## src/rtl/median_filter_pkg.sv

```systemverilog
`default_nettype none
// ============================================================================
// Module      : median_filter_pkg
// Description : Shared types for the median filter pixel path.
// Revision    : 1.0 - initial release
// ============================================================================
package median_filter_pkg;

    localparam int PIXEL_W = 8;

    typedef logic [PIXEL_W-1:0] pixel_t;

    typedef enum logic [1:0] {
        IDLE   = 2'd0,
        STREAM = 2'd1,
        DRAIN  = 2'd2,
        DONE   = 2'd3
    } streamer_state_e;

    typedef struct packed {
        pixel_t pixel;
        logic   sof;
        logic   eol;
    } pix_beat_t;

endpackage
`default_nettype wire

```

## src/rtl/pixel_skid_fifo.sv

```systemverilog
`default_nettype none
// ============================================================================
// Module      : pixel_skid_fifo
// Description : Two-entry FIFO holding tagged pixel beats; head is registered.
// Revision    : 1.0 - initial release
// ============================================================================
module pixel_skid_fifo
    import median_filter_pkg::*;
#(
    parameter type BEAT_T = pix_beat_t
) (
    input  logic       clk,
    input  logic       rst_n,
    input  logic       push,
    input  BEAT_T      push_data,
    input  logic       pop,
    output BEAT_T      head,
    output logic [1:0] count
);

    BEAT_T      r_mem [2];
    logic       r_wr_ptr;
    logic       r_rd_ptr;
    logic [1:0] r_count;
    logic       w_do_push;
    logic       w_do_pop;

    // A simultaneous push/pop is honoured even when full or empty.
    assign w_do_push = push && ((r_count != 2'd2) || pop);
    assign w_do_pop  = pop  && ((r_count != 2'd0) || push);

    always_ff @(posedge clk or negedge rst_n) begin
        if (!rst_n) begin
            r_mem[0] <= '0;
            r_mem[1] <= '0;
            r_wr_ptr <= 1'b0;
            r_rd_ptr <= 1'b0;
            r_count  <= 2'd0;
        end else begin
            if (w_do_push) begin
                r_mem[r_wr_ptr] <= push_data;
                r_wr_ptr        <= ~r_wr_ptr;
            end
            if (w_do_pop) begin
                r_rd_ptr <= ~r_rd_ptr;
            end
            case ({w_do_push, w_do_pop})
                2'b10:   r_count <= r_count + 2'd1;
                2'b01:   r_count <= r_count - 2'd1;
                default: r_count <= r_count;
            endcase
        end
    end

    assign head  = r_mem[r_rd_ptr];
    assign count = r_count;

endmodule
`default_nettype wire

```

## src/rtl/pixel_frame_streamer.sv

```systemverilog
`default_nettype none
// ============================================================================
// Module      : pixel_frame_streamer
// Description : Reads one frame from a sync-read RAM and streams it in raster
//               order with valid/ready, start-of-frame and end-of-line tags.
// Revision    : 1.0 - initial release
// ============================================================================
module pixel_frame_streamer #(
    parameter int IMAGE_LEN    = 1080,
    parameter int IMAGE_HEIGHT = 720,
    parameter int PIXEL_W      = 8,
    parameter int ADDR_W       = (IMAGE_LEN * IMAGE_HEIGHT > 1) ?
                                 $clog2(IMAGE_LEN * IMAGE_HEIGHT) : 1
) (
    input  logic               clk,
    input  logic               rst_n,
    input  logic               start_i,
    output logic               busy_o,
    output logic               done_o,
    output logic               rd_en_o,
    output logic [ADDR_W-1:0]  rd_addr_o,
    input  logic [PIXEL_W-1:0] rd_data_i,
    output logic [PIXEL_W-1:0] pixel_o,
    output logic               valid_o,
    input  logic               ready_i,
    output logic               sof_o,
    output logic               eol_o
);
    import median_filter_pkg::*;

    localparam int c_num_pix = IMAGE_LEN * IMAGE_HEIGHT;
    localparam int c_col_w   = (IMAGE_LEN > 1) ? $clog2(IMAGE_LEN) : 1;
    localparam int c_row_w   = (IMAGE_HEIGHT > 1) ? $clog2(IMAGE_HEIGHT) : 1;

    localparam logic [ADDR_W-1:0]  c_last_addr = ADDR_W'(c_num_pix - 1);
    localparam logic [c_col_w-1:0] c_last_col  = c_col_w'(IMAGE_LEN - 1);
    localparam logic [c_row_w-1:0] c_last_row  = c_row_w'(IMAGE_HEIGHT - 1);

    typedef struct packed {
        logic [PIXEL_W-1:0] pixel;
        logic               sof;
        logic               eol;
    } beat_t;

    streamer_state_e    r_state;
    streamer_state_e    w_state_nxt;
    logic [ADDR_W-1:0]  r_rd_addr;
    logic [c_col_w-1:0] r_rd_col;
    logic [c_row_w-1:0] r_rd_row;
    logic [c_col_w-1:0] r_out_col;
    logic [c_row_w-1:0] r_out_row;
    logic               r_rd_pending;
    logic               r_tag_sof;
    logic               r_tag_eol;
    logic               w_start;
    logic               w_issue;
    logic               w_xfer;
    logic               w_out_last;
    logic               w_valid;
    logic [2:0]         w_credit;
    logic [1:0]         w_fifo_count;
    beat_t              w_push_beat;
    beat_t              w_head;

    // Slots already committed: stored beats plus the read landing this cycle,
    // less the beat leaving this cycle.
    assign w_credit   = 3'(w_fifo_count) + 3'(r_rd_pending) - 3'(w_xfer);
    assign w_valid    = (w_fifo_count != 2'd0);
    assign w_xfer     = w_valid && ready_i;
    assign w_out_last = (r_out_row == c_last_row) && (r_out_col == c_last_col);

    always_ff @(posedge clk or negedge rst_n) begin
        if (!rst_n) begin
            r_state <= IDLE;
        end else begin
            r_state <= w_state_nxt;
        end
    end

    always_comb begin
        w_state_nxt = r_state;
        w_start     = 1'b0;
        w_issue     = 1'b0;
        busy_o      = 1'b0;
        done_o      = 1'b0;
        case (r_state)
            IDLE: begin
                if (start_i) begin
                    w_start     = 1'b1;
                    w_state_nxt = STREAM;
                end
            end
            STREAM: begin
                busy_o  = 1'b1;
                w_issue = (w_credit < 3'd2);
                if (w_issue && (r_rd_addr == c_last_addr)) begin
                    w_state_nxt = DRAIN;
                end
            end
            DRAIN: begin
                busy_o = 1'b1;
                if (w_xfer && w_out_last) begin
                    w_state_nxt = DONE;
                end
            end
            DONE: begin
                done_o      = 1'b1;
                w_state_nxt = IDLE;
            end
            default: w_state_nxt = IDLE;
        endcase
    end

    always_ff @(posedge clk or negedge rst_n) begin
        if (!rst_n) begin
            r_rd_addr    <= '0;
            r_rd_col     <= '0;
            r_rd_row     <= '0;
            r_out_col    <= '0;
            r_out_row    <= '0;
            r_rd_pending <= 1'b0;
            r_tag_sof    <= 1'b0;
            r_tag_eol    <= 1'b0;
        end else begin
            r_rd_pending <= w_issue;
            if (w_issue) begin
                r_tag_sof <= (r_rd_row == '0) && (r_rd_col == '0);
                r_tag_eol <= (r_rd_col == c_last_col);
            end
            if (w_start) begin
                r_rd_addr <= '0;
                r_rd_col  <= '0;
                r_rd_row  <= '0;
                r_out_col <= '0;
                r_out_row <= '0;
            end else begin
                if (w_issue) begin
                    if (r_rd_addr != c_last_addr) begin
                        r_rd_addr <= r_rd_addr + ADDR_W'(1);
                    end
                    if (r_rd_col == c_last_col) begin
                        r_rd_col <= '0;
                        if (r_rd_row != c_last_row) begin
                            r_rd_row <= r_rd_row + c_row_w'(1);
                        end
                    end else begin
                        r_rd_col <= r_rd_col + c_col_w'(1);
                    end
                end
                if (w_xfer) begin
                    if (r_out_col == c_last_col) begin
                        r_out_col <= '0;
                        if (r_out_row != c_last_row) begin
                            r_out_row <= r_out_row + c_row_w'(1);
                        end
                    end else begin
                        r_out_col <= r_out_col + c_col_w'(1);
                    end
                end
            end
        end
    end

    assign w_push_beat = {rd_data_i, r_tag_sof, r_tag_eol};

    pixel_skid_fifo #(
        .BEAT_T    (beat_t)
    ) u_skid_fifo (
        .clk       (clk),
        .rst_n     (rst_n),
        .push      (r_rd_pending),
        .push_data (w_push_beat),
        .pop       (w_xfer),
        .head      (w_head),
        .count     (w_fifo_count)
    );

    assign rd_en_o   = w_issue;
    assign rd_addr_o = r_rd_addr;
    assign valid_o   = w_valid;
    assign pixel_o   = w_valid ? w_head.pixel : '0;
    assign sof_o     = w_valid && w_head.sof;
    assign eol_o     = w_valid && w_head.eol;

endmodule
`default_nettype wire

```

## config.mk

```make
export PLATFORM = sky130hd
export DESIGN_NAME = pixel_frame_streamer
export DESIGN_NICKNAME = d
export VERILOG_FILES = /design/src/rtl/median_filter_pkg.sv /design/src/rtl/pixel_skid_fifo.sv /design/src/rtl/pixel_frame_streamer.sv
export SDC_FILE = /design/constraint.sdc
export NUM_CORES = 1
export LEC_CHECK = 0
export CORE_MARGIN = 3
export CORE_UTILIZATION = 45
export CTS_BUF_LIST = sky130_fd_sc_hd__clkbuf_8
export DETAILED_ROUTE_END_ITERATION = 10
export PLACE_DENSITY = 0.65
export SYNTH_ARGS = -nofsm -noshare
export SYNTH_HDL_FRONTEND = slang
export SYNTH_SLANG_ARGS = --single-unit
```

## constraint.sdc

```tcl
create_clock -name clk -period 5.4 [get_ports clk]
set_input_delay 1.08 -clock clk [delete_from_list [all_inputs] [get_ports clk]]
set_output_delay 1.08 -clock clk [all_outputs]
set_load 0.05 [all_outputs]
```

==> qor.yml, run 1 <==
power:
  power_per_cell_area_nw_per_um2: 422
  overall_power_after_layout_uw: 2390
  vdd_ir_drop_max_mv: 0.302
  power.static_leakage_uw: 0.00241
clock_tree:
  cts_resized: 0
  holdBufCountCts: 0
  h-tree-depth: 3
  worst_skew_pair.late_latency_ns: 0.37
  tritoncts.num_buffers: 9
  clk_transition_reported_paths_ns: 0.09
  clockBufferDepth: 2
  clock_tree_from_tritoncts: "yes"
  cts_setup_buffers: 0
  cts-root-buf: "clkbuf_8"
  clock_sink_count: 91
synth:
  syn-instance-count: 485
  compound_gate_fraction_of_synth_area: 0.0787
  synth_largest_type_area_fraction: 0.470
  synth_xor_xnor_area_share: 0.0777
  syn_area_per_cell_sq_um: 10.0
  synth-adder-area-share: 0.0402
  synth.net_count: 512
  synth-warning-count: 0
  largest_family_of_logic_cells_by_synthesized_area: "simple AND/OR/NAND/NOR gates"
  post_synth_mux_area_share: 0.0756
  synth_enable_flop_cells: 0
  ys_async_rst_share: 1.00
  yosys.area_share.simple: 0.230
  synth.yosys.seq_area_share: 0.470
  yosysMostFrequentCell: "dfrtp_1"
  ys_types: 54
  ys_ff_latch: 91
  synth.cells.most_frequent: "dfrtp_1 (91), nor2_1 (74), nand2_1 (40)"
  synthTopCellsByArea: "dfrtp_1 (47%), xnor2_1 (7.0%), nor2_1 (5.7%)"
  synth_flop_cell: "dfrtp_1"
  synth_top_cell_by_area: "dfrtp_1"
  mappedNetlistArea_sq_um: 4850
sta:
  setup_tns_ns: 0
  maxSlewHeadroom: 0.401
  clock_skew_ns: 0.0125
  final_setup_violation_count: 0
  final.min_clock_period_ns: 4.54
  finalCritPeriodShare: 0.840
  rsz0062_at_grt: "no"
  timing_worst_slew_pin_value_ns: 0.895
  max_clock_freq_ghz: 0.220
  final_hold_viol_count: 0
  maxSlewViolCount: 0
critical_path:
  worstSetupPathType: "input pin to primary output"
  cp_data_arrival_time_ns: 3.46
  critPathLaunchType: "input pin"
  path_max_fanout: 7
  worst_setup_path_end_kind: "primary output"
  crit_required_ns: 4.32
floorplan:
  design.core.area_sq_um: 10400
  initial_core_util: 0.466
  chipHeight_microns: 110
  top_level_ports: 46
  floorplan.rows: 37
  dieArea_sq_um: 12100
  fp.dieW_microns: 110
placed_design:
  postPlaceCellArea_sq_um: 5450
  place.detailed.instances: 656
  gp_congestion: 0.803
  place.detailed.hpwl_microns: 6840
  buffer_ports.inserted: 45
route:
  drt.antenna.violating_nets: 0
  via_per_inst: 5.48
  drcViolationCount: 0
  drt-pass1-iter-count: 6
  finalWirelength_microns: 10200
  drt_iter0_markers: 188
  routed-via-count: 3683
  detail_route.wl_per_cell_microns: 15.1
worst_hold_path:
  hold_class: "flop to flop"
cells_and_area:
  area_growth_syn_to_layout_pct: 16.7
  fillers: 933
  finish.cell_count_without_fillers: 672
  antenna_diode_count: 0
  final_cell_area_sq_um: 5660
  design.final.nets: 558
  drive_above_1_share: 0.131
global_routing:
  first_pass_grt_wire_length_microns: 17100
  grt_start_max_net_pins: 60
  first_global_vias: 3600
  gr-total-overflow: 0
  antenna_found_initial: 0
  gr-usage-all-layers: 0.180
flow_run:
  drv.max_cap_violation_count: 0
status:
  status: "completed"
-- metrics by stage --
stage,setup WS (ns),hold WS [ns],util
after floorplan,1.16,0.462,-
after global placement,0.890,0.481,0.524
after detailed placement,0.866,0.495,0.524
after CTS,0.847,0.510,0.544
after global routing,0.669,0.524,0.544
final,0.862,0.514,0.544
-- cell type report --
type,count,area [sq um],area share
clock buffer,9,124,0.0219
clock inverter,7,83.8,0.0148
sequential,91,2280,0.402
multi-input combinational,361,2440,0.431
timing repair buffer,51,503,0.0888
tap,136,170,0.0301
inverter,17,63.8,0.0113
-- cell families (layout without fill, tap and decap cells) --
logic type | after synthesis | after routing
mux | 34 | 34
flops | 91 | 91
simple gates | 210 | 210
compound gates | 59 | 59
buf+inv | 33 | 84
fa+ha+maj | 15 | 15
xor+xnor | 43 | 43
-- cells in the final DEF, fill, tap and decap left out, drive strengths merged, types with 4 or more instances in the layout --
cell,count
dfrtp,91
nor2,74
clkdlybuf4s50,43
nand2,40
xnor2,39
mux2,21
inv,21
nand3,20
o21ai,20
nor3,15
ha,14
nor4,14
mux2i,13
a21oi,13
and3,10
clkbuf,9
nand4,8
buf,8
or3,6
a31oi,6
a31o,5
xor2,4
a211oi,4
-- per-layer routing --
metal  wire [microns]  track usage  up-vias  part of all wire
met1             4690        0.242     1790              0.46
met5                0            0        -                 0
met3              411       0.0393        9             0.040
met4               89       0.0561        0            0.0088
li1                 -            -     1799                 -
met2             4970        0.289       85              0.49
-- final timing paths --
path | startpoint | end | slack [ns] | cells after the start
max | ready_i | rd_en_o | 0.86 | 11
min | u_skid_fifo.r_wr_ptr | u_skid_fifo.r_wr_ptr | 0.51 | 1
max reg2reg | u_skid_fifo.count[1] | rd_addr_o[11] | 2.02 | 12
min reg2reg | u_skid_fifo.r_wr_ptr | u_skid_fifo.r_wr_ptr | 0.51 | 1
max in group asynchronous | rst_n | r_tag_sof | 3.69 | 2
min in group asynchronous | rst_n | r_out_row[6] | 0.77 | 1
-- critical path: stages --
cell and delay [ns]:
clkdlybuf4s50_1 0.49, o21ai_1 0.07, buf_4 0.16, inv_1 0.16, ha_1 0.26, nand2b_1 0.15, fa_1 0.38, xnor2_1 0.23
nand3_1 0.14, inv_1 0.18, buf_12 0.16
-- registers in the layout, summed over array words and instances (netlist names) --
signal,flops
rd_addr_o,20
u_skid_fifo.r_mem,20
r_out_col,11
r_rd_col,11
r_out_row,10
r_rd_row,10
r_state,2
u_skid_fifo.count,2
r_rd_pending,1
r_tag_eol,1
r_tag_sof,1
u_skid_fifo.r_rd_ptr,1
u_skid_fifo.r_wr_ptr,1
-- power breakdown --
part           internal (uW)  switching, uW
registers                798            113
clock network            223            270
logic                    380            604
(Power assumes the default switching activity.)
==> run 2: changes to the inputs <==
==> constraint.sdc (replaced) <==
create_clock -name clk -period 4.24 [get_ports clk]
set_input_delay 0.848 -clock clk [delete_from_list [all_inputs] [get_ports clk]]
set_output_delay 0.848 -clock clk [all_outputs]
set_load 0.05 [all_outputs]
==> qor.yml, run 2 (synthesis results as in run 1) <==
route:
  routed-via-count: 3678  # was 3683
  routed-wl-met2_microns: 4860  # was 4970 microns
  finalWirelength_microns: 10100  # was 10200 microns
  drt.antenna.violating_nets: 0  # unchanged
  top_signal_layer_used: "met4"  # unchanged
  drt_iter0_markers: 159  # was 188
  detail_route.wl_per_cell_microns: 14.8  # was 15.1 microns
  via_per_inst: 5.43  # was 5.48
  met1_length_microns: 4710  # was 4690 microns
  met3_length_microns: 328  # was 411 microns
  drcViolationCount: 0  # unchanged
  drt-pass1-iter-count: 4  # was 6
critical_path:
  critPathLaunchType: "input pin"  # unchanged
  worstSetupPathType: "input pin to primary output"  # unchanged
  worst_setup_path_end_kind: "primary output"  # unchanged
  cp_data_arrival_time_ns: 2.91  # was 3.46 ns
  crit_required_ns: 3.39  # was 4.32 ns
  path_max_fanout: 4  # was 7
global_routing:
  first_global_vias: 3611  # was 3600
  first_pass_grt_wire_length_microns: 17400  # was 17100 microns
  grt_start_max_net_pins: 69  # was 60
  gr-usage-all-layers: 0.181  # was 0.180
  antenna_found_initial: 0  # unchanged
  gr-total-overflow: 0  # unchanged
floorplan:
  fp.dieW_microns: 110  # unchanged
  top_level_ports: 46  # unchanged
  initial_core_util: 0.466  # unchanged
  floorplan.rows: 37  # unchanged
  design.core.area_sq_um: 10400  # unchanged
  chipHeight_microns: 110  # unchanged
  dieArea_sq_um: 12100  # unchanged
clock_tree:
  cts_resized: 0  # unchanged
  h-tree-depth: 3  # unchanged
  tritoncts.num_buffers: 9  # unchanged
  clockBufferDepth: 2  # unchanged
  clk_transition_reported_paths_ns: 0.09  # about the same
  cts-root-buf: "clkbuf_8"  # unchanged
  clock_tree_from_tritoncts: "yes"  # unchanged
  cts_setup_buffers: 0  # unchanged
  holdBufCountCts: 0  # unchanged
  clock_sink_count: 91  # unchanged
  worst_skew_pair.late_latency_ns: 0.37  # about the same
power:
  power_per_cell_area_nw_per_um2: 534  # was 422 nW/um^2
  power.static_leakage_uw: 0.00243  # was 0.00241 uW
  vdd_ir_drop_max_mv: 0.384  # was 0.302 mV
placed_design:
  place.detailed.hpwl_microns: 6890  # was 6840 microns
  buffer_ports.inserted: 45  # unchanged
  gp_congestion: 0.813  # was 0.803
cells_and_area:
  fillers: 938  # was 933
  commonest_non_fill_non_tap_cell_in_the_layout: "dfrtp_1"  # unchanged
  area_growth_syn_to_layout_pct: 17.1  # was 16.7%
  antenna_diode_count: 0  # unchanged
  mostFrequentLayoutCells: "dfrtp_1 (91), nor2_1 (74), clkdlybuf4s50_1 (43)"  # unchanged
  drive_above_1_share: 0.139  # was 0.131
  design.final.nets: 563  # was 558
sta:
  rsz0062_at_grt: "no"  # unchanged
  final_setup_violation_count: 0  # unchanged
  final.min_clock_period_ns: 3.76
  maxSlewViolCount: 0  # unchanged
  final_hold_viol_count: 0  # unchanged
  timing_worst_slew_pin_value_ns: 0.860  # was 0.895 ns
  clock_skew_ns: 0.0102  # was 0.0125 ns
  maxSlewHeadroom: 0.425  # was 0.401
  timing.hold.ws_ns: 0.512  # was 0.514 ns
  setup_tns_ns: 0  # unchanged
  max_clock_freq_ghz: 0.266
  finalCritPeriodShare: 0.886
worst_hold_path:
  hold_class: "flop to flop"  # unchanged
status:
  status: "completed"  # unchanged
flow_run:
  drv.max_cap_violation_count: 0  # unchanged
[run 2: changes by cell type in the layout (fill, tap and decap cells not counted), sizes merged]
cell      delta
buf          +5
clkinvlp     -1
inv          +2
bufinv       -1
[run 2: area by class of cell]
class / instances / area, sq um / share of cell area
well taps: 136 / 170 / 0.0300
repair buffers: 56 / 541 / 0.0952
clock buffers: 9 / 124 / 0.0218
clock inverters: 7 / 63.8 / 0.0112
flip-flops and latches: 91 / 2280 / 0.401
multi-input cells: 361 / 2440 / 0.430
inverters: 17 / 63.8 / 0.0112
[run 2: path summary, 6_finish.rpt]
path / startpoint / end / slack [ns] / cells after the start
worst max register to register: u_skid_fifo.count[1] / r_rd_col[7] / 1.24 / 11
max in group asynchronous: rst_n / u_skid_fifo.r_mem[7] / 2.81 / 2
worst max-delay path: ready_i / rd_en_o / 0.48 / 10
worst min register to register: u_skid_fifo.r_mem[14] / u_skid_fifo.r_mem[14] / 0.51 / 1
worst min-delay path: u_skid_fifo.r_mem[14] / u_skid_fifo.r_mem[14] / 0.51 / 1
min in group asynchronous: rst_n / r_out_row[8] / 0.58 / 1
[run 2: where the power goes]
group	switching [uW]	total, uW	internal, uW
Sequential	141	1160	1020
Clock	347	576	229
Combinational	787	1300	512
Total	1270	3030	1760
[run 2: critical path, cell delays in order]
cell and delay, ns:
clkdlybuf4s50_1 0.42, o21ai_1 0.11, inv_1 0.08, ha_1 0.26, nand2b_1 0.16, fa_1 0.38, xnor2_1 0.19, nand3_1 0.12
inv_1 0.18, buf_12 0.16
[run 2: metrics by stage]
step           cells  utilization  setup WS (ns)  total power [uW]  instance area, sq um
5_1_grt          677        0.545          0.285              3230                  5680
3_5_place_dp     661        0.527          0.473              2490                  5490
6_report         677        0.545          0.481              3030                  5680
2_1_floorplan    485            -          0.463              2060                  4850
3_3_place_gp     661        0.527          0.546              2440                  5490
4_1_cts          677        0.545          0.467              3070                  5680
[run 2: per-layer routing]
metal | track usage | vias up
li1 | - | 1805
met1 | 0.247 | 1804
met2 | 0.295 | 59
met3 | 0.0264 | 10
met4 | 0.0659 | 0
met5 | 0 | -
==> patch 1, RTL diff (config.mk and constraints of run 2) <==
Change the parameter `IMAGE_LEN` from 1080 to 2160.
--- a/src/rtl/pixel_frame_streamer.sv
+++ b/src/rtl/pixel_frame_streamer.sv
@@ -6,7 +6,7 @@
 // Revision    : 1.0 - initial release
 // ============================================================================
 module pixel_frame_streamer #(
-    parameter int IMAGE_LEN    = 1080,
+    parameter int IMAGE_LEN    = 2160,
     parameter int IMAGE_HEIGHT = 720,
     parameter int PIXEL_W      = 8,
     parameter int ADDR_W       = (IMAGE_LEN * IMAGE_HEIGHT > 1) ?
Ports: changed (resized rd_addr_o); port bits go from 46 to 47. The function was not compared with the original's and may differ.
==> patch 1 against run 2 <==
Cell area rose by 2.8%; die area rose by 3.6%; clock power fell by 2%; routed wire length rose by 7.9%; sequential cell count rose by 3; area after synthesis rose by 3.8%; fmax fell by 2.4%; power rose by 2.2%; setup slack got worse by 0.093 ns; critical path type unchanged; highest routed layer unchanged.
==> patch 1: results (changes against run 2) <==
grt_max_degree: 51  # -26%
drtIter0Drc: 189  # +19%
dp_hpwl_um: 7520  # +9.1%
grt_usage: 0.183  # +0.00158
multi_input_cells: 381  # +5.5%
fin_cells: 698  # +3.1%
wl_met3_um: 421  # +28%
nonClkBufAreaFrac: 0.0917  # -0.00347
outcome: "completed"
synth_nets: 538  # +5.1%
r2r_setup_slack_ns: 1.11  # -0.13 ns
dp_cells: 684  # +3.5%
gp_congestion: 0.800  # -1.6%
grt_pass1_wl_um: 18800  # +8.2%
place_area_um2: 5660  # +3.1%
hold_ws_ns: 0.496  # -0.0162 ns
dp_slack_ns: 0.398  # -0.0755 ns
ys_seq_area_frac: 0.467  # -0.00248
syn_inst: 511  # +5.4%
clock.fmax_mhz: 260  # -2.4%
fin_skew_ns: 0.00830  # -0.00189 ns
use_met1: 0.246  # -0.000446
leakage_nw: 2.53  # +4.4%
grt_pass1_vias: 3967  # +9.9%
wl_met2_um: 5030  # +3.6%
[patch 1: cell count changes in the layout (fill, tap and decap cells not counted), sizes merged, moves of 5 or more]
cell   delta
xor2     +16
inv       -5
a21oi    +15
or3       +6
nor2     -18
and2      +5
nand4    +11
xnor2    -22
[patch 1: cell families (layout without fill, tap and decap cells)]
family	after synthesis	in the layout	share of synthesized area
XOR/XNOR	37	37	0.0643
flip-flops	94	94	0.467
AO/OA/AOI/OAI	85	85	0.107
adder cells (fa/ha/maj)	15	15	0.0388
multiplexers	34	34	0.0730
buffers and inverters	36	87	0.0293
AND/OR/NAND/NOR	210	210	0.221
[patch 1: power by group through the flow]
stage | Clock [mW] | Sequential (mW) | Combinational (mW)
after floorplan | 0 | 1.21 | 0.953
after global placement | 0 | 1.23 | 1.30
after detailed placement | 0 | 1.24 | 1.32
after CTS | 0.592 | 1.22 | 1.33
after global routing | 0.620 | 1.25 | 1.42
final | 0.565 | 1.22 | 1.31
==> patch 2, RTL diff (settings of run 2) <==
Made on the original files. Make the reset (`rst_n`) synchronous in 3 clocked blocks.
--- a/src/rtl/pixel_skid_fifo.sv
+++ b/src/rtl/pixel_skid_fifo.sv
@@ -29,7 +29,7 @@
     assign w_do_push = push && ((r_count != 2'd2) || pop);
     assign w_do_pop  = pop  && ((r_count != 2'd0) || push);
 
-    always_ff @(posedge clk or negedge rst_n) begin
+    always_ff @(posedge clk) begin
         if (!rst_n) begin
             r_mem[0] <= '0;
             r_mem[1] <= '0;
--- a/src/rtl/pixel_frame_streamer.sv
+++ b/src/rtl/pixel_frame_streamer.sv
@@ -69,7 +69,7 @@
     assign w_xfer     = w_valid && ready_i;
     assign w_out_last = (r_out_row == c_last_row) && (r_out_col == c_last_col);
 
-    always_ff @(posedge clk or negedge rst_n) begin
+    always_ff @(posedge clk) begin
         if (!rst_n) begin
             r_state <= IDLE;
         end else begin
@@ -111,7 +111,7 @@
         endcase
     end
 
-    always_ff @(posedge clk or negedge rst_n) begin
+    always_ff @(posedge clk) begin
         if (!rst_n) begin
             r_rd_addr    <= '0;
             r_rd_col     <= '0;
Function: differs if rst_n is asserted again (counterexample within 4 cycles, from zero or initial values and one cycle with rst_n low); with rst_n held inactive, the same outputs for 10 cycles.
==> patch 2 against run 2 <==
Global-route usage is 0.68 points lower; via count is 2.8% lower; setup slack worse by 0.032 ns; synthesized cell count is 0.82% higher; cell area is 7.2% lower; count of clock-buffer cells in the layout is 1 higher; area after synthesis is 7.5% lower; highest routed layer unchanged; routed wire length is 7.3% lower; sequential cell count is 1 higher; power is 24% lower; combinational power is 44% lower.
==> patch 2: results (changes against run 2) <==
cts_resized: 0  # unchanged
switching_share: 0.367  # -0.0535
grt_usage: 0.175  # -0.00678
hold_path_depth: 2  # +1
leakage_nw: 1.80  # -26%
min_from: "r_out_row[1]"
fin_skew_ns: 0.0114  # +0.00124 ns
cp.arrival_ns: 2.94  # +0.03 ns
internal_power_mw: 1.46  # -17%
wl_met3_um: 312  # -4.9%
dp_cells: 652  # -1.4%
grt_pass1_wl_um: 16200  # -6.6%
outcome: "completed"
diodes: 0  # unchanged
netlist_top_cells_count: "dfxtp_1, nor2_1, nand2_1"
dp_hpwl_um: 6410  # -7.0%
wl_met1_um: 4610  # -2.2%
fin_cells: 668  # -1.3%
synth_edf_count: 20  # +20
ys_seq_area_frac: 0.455  # -0.0143
synthTopCellsByArea: "dfxtp_1, edfxtp_1, nor2_1"
grt_pass1_vias: 3463  # -4.1%
r2r_cells: 8  # -3
timing.rr.end: "r_rd_row[9]"
grt_max_degree: 43  # -38%
worst_pin_slew_ns: 0.938  # +0.0781 ns
use_met1: 0.232  # -0.0144
fin_util: 0.557  # +0.0118
ys.flop_type: "dfxtp_1"
met2_usage: 0.281  # -0.0132
cp_max_fo: 6  # +2
gp_congestion: 0.773  # -4.8%
slowest_delay_ns: 0.57  # +0.15 ns
drtIter0Drc: 154  # -3.1%
cts_buffers: 9  # unchanged
p_comb_mw: 0.723  # -44%
htreeDepth: 3  # unchanged
fill_cells: 898  # -4.3%
clock.fmax_mhz: 264  # -0.85%
place_area_um2: 5080  # -7.4%
dp_slack_ns: 0.381  # -0.0919 ns
worstReg2RegStart: "u_skid_fifo.count[1]"
hold_ws_ns: 0.497  # -0.0152 ns
r2r_setup_slack_ns: 1.22  # -0.02 ns
grt_use_met3: 0.0349  # +0.00848
synth_nets: 515  # +0.59%
syn_inst: 489  # +0.82%
wl_met2_um: 4270  # -12%
drive_gt1_frac: 0.0501  # -0.0885
pwr-share-seq: 0.446  # +0.064
fin_nets: 560  # -0.53%
ir_drop_mv: 0.503  # +31%
whs_endpoint: "r_out_row[1]"
clk_pin_slew_ns: 0.09  # about the same
[patch 2: cell types whose count changed after synthesis, sizes merged, moves of 9 or more]
cell    delta
and2      +27
dfrtp     -91
dfxtp     +72
edfxtp    +20
mux2      -21
nand2      -9
nand4     +11
nor2      -12
nor3      -10
o31ai      +9
or4       +12
xnor2     -15
xor2      +15
[patch 2: cell type report]
cell class / count / share of cell area
clock buffer: 10 / 0.0261
clock inverter: 6 / 0.00879
inverter: 15 / 0.0107
multi-input combinational: 364 / 0.439
sequential: 92 / 0.388
tap: 129 / 0.0306
timing repair buffer: 52 / 0.0974
[patch 2: kinds of logic after synthesis]
kind of cell | after synthesis | share of synthesized area
flops | 92 | 0.455
buf+inv | 33 | 0.0293
simple gates | 230 | 0.274
fa+ha+maj | 14 | 0.0407
compound gates | 64 | 0.0881
mux | 13 | 0.0290
xor+xnor | 43 | 0.0840
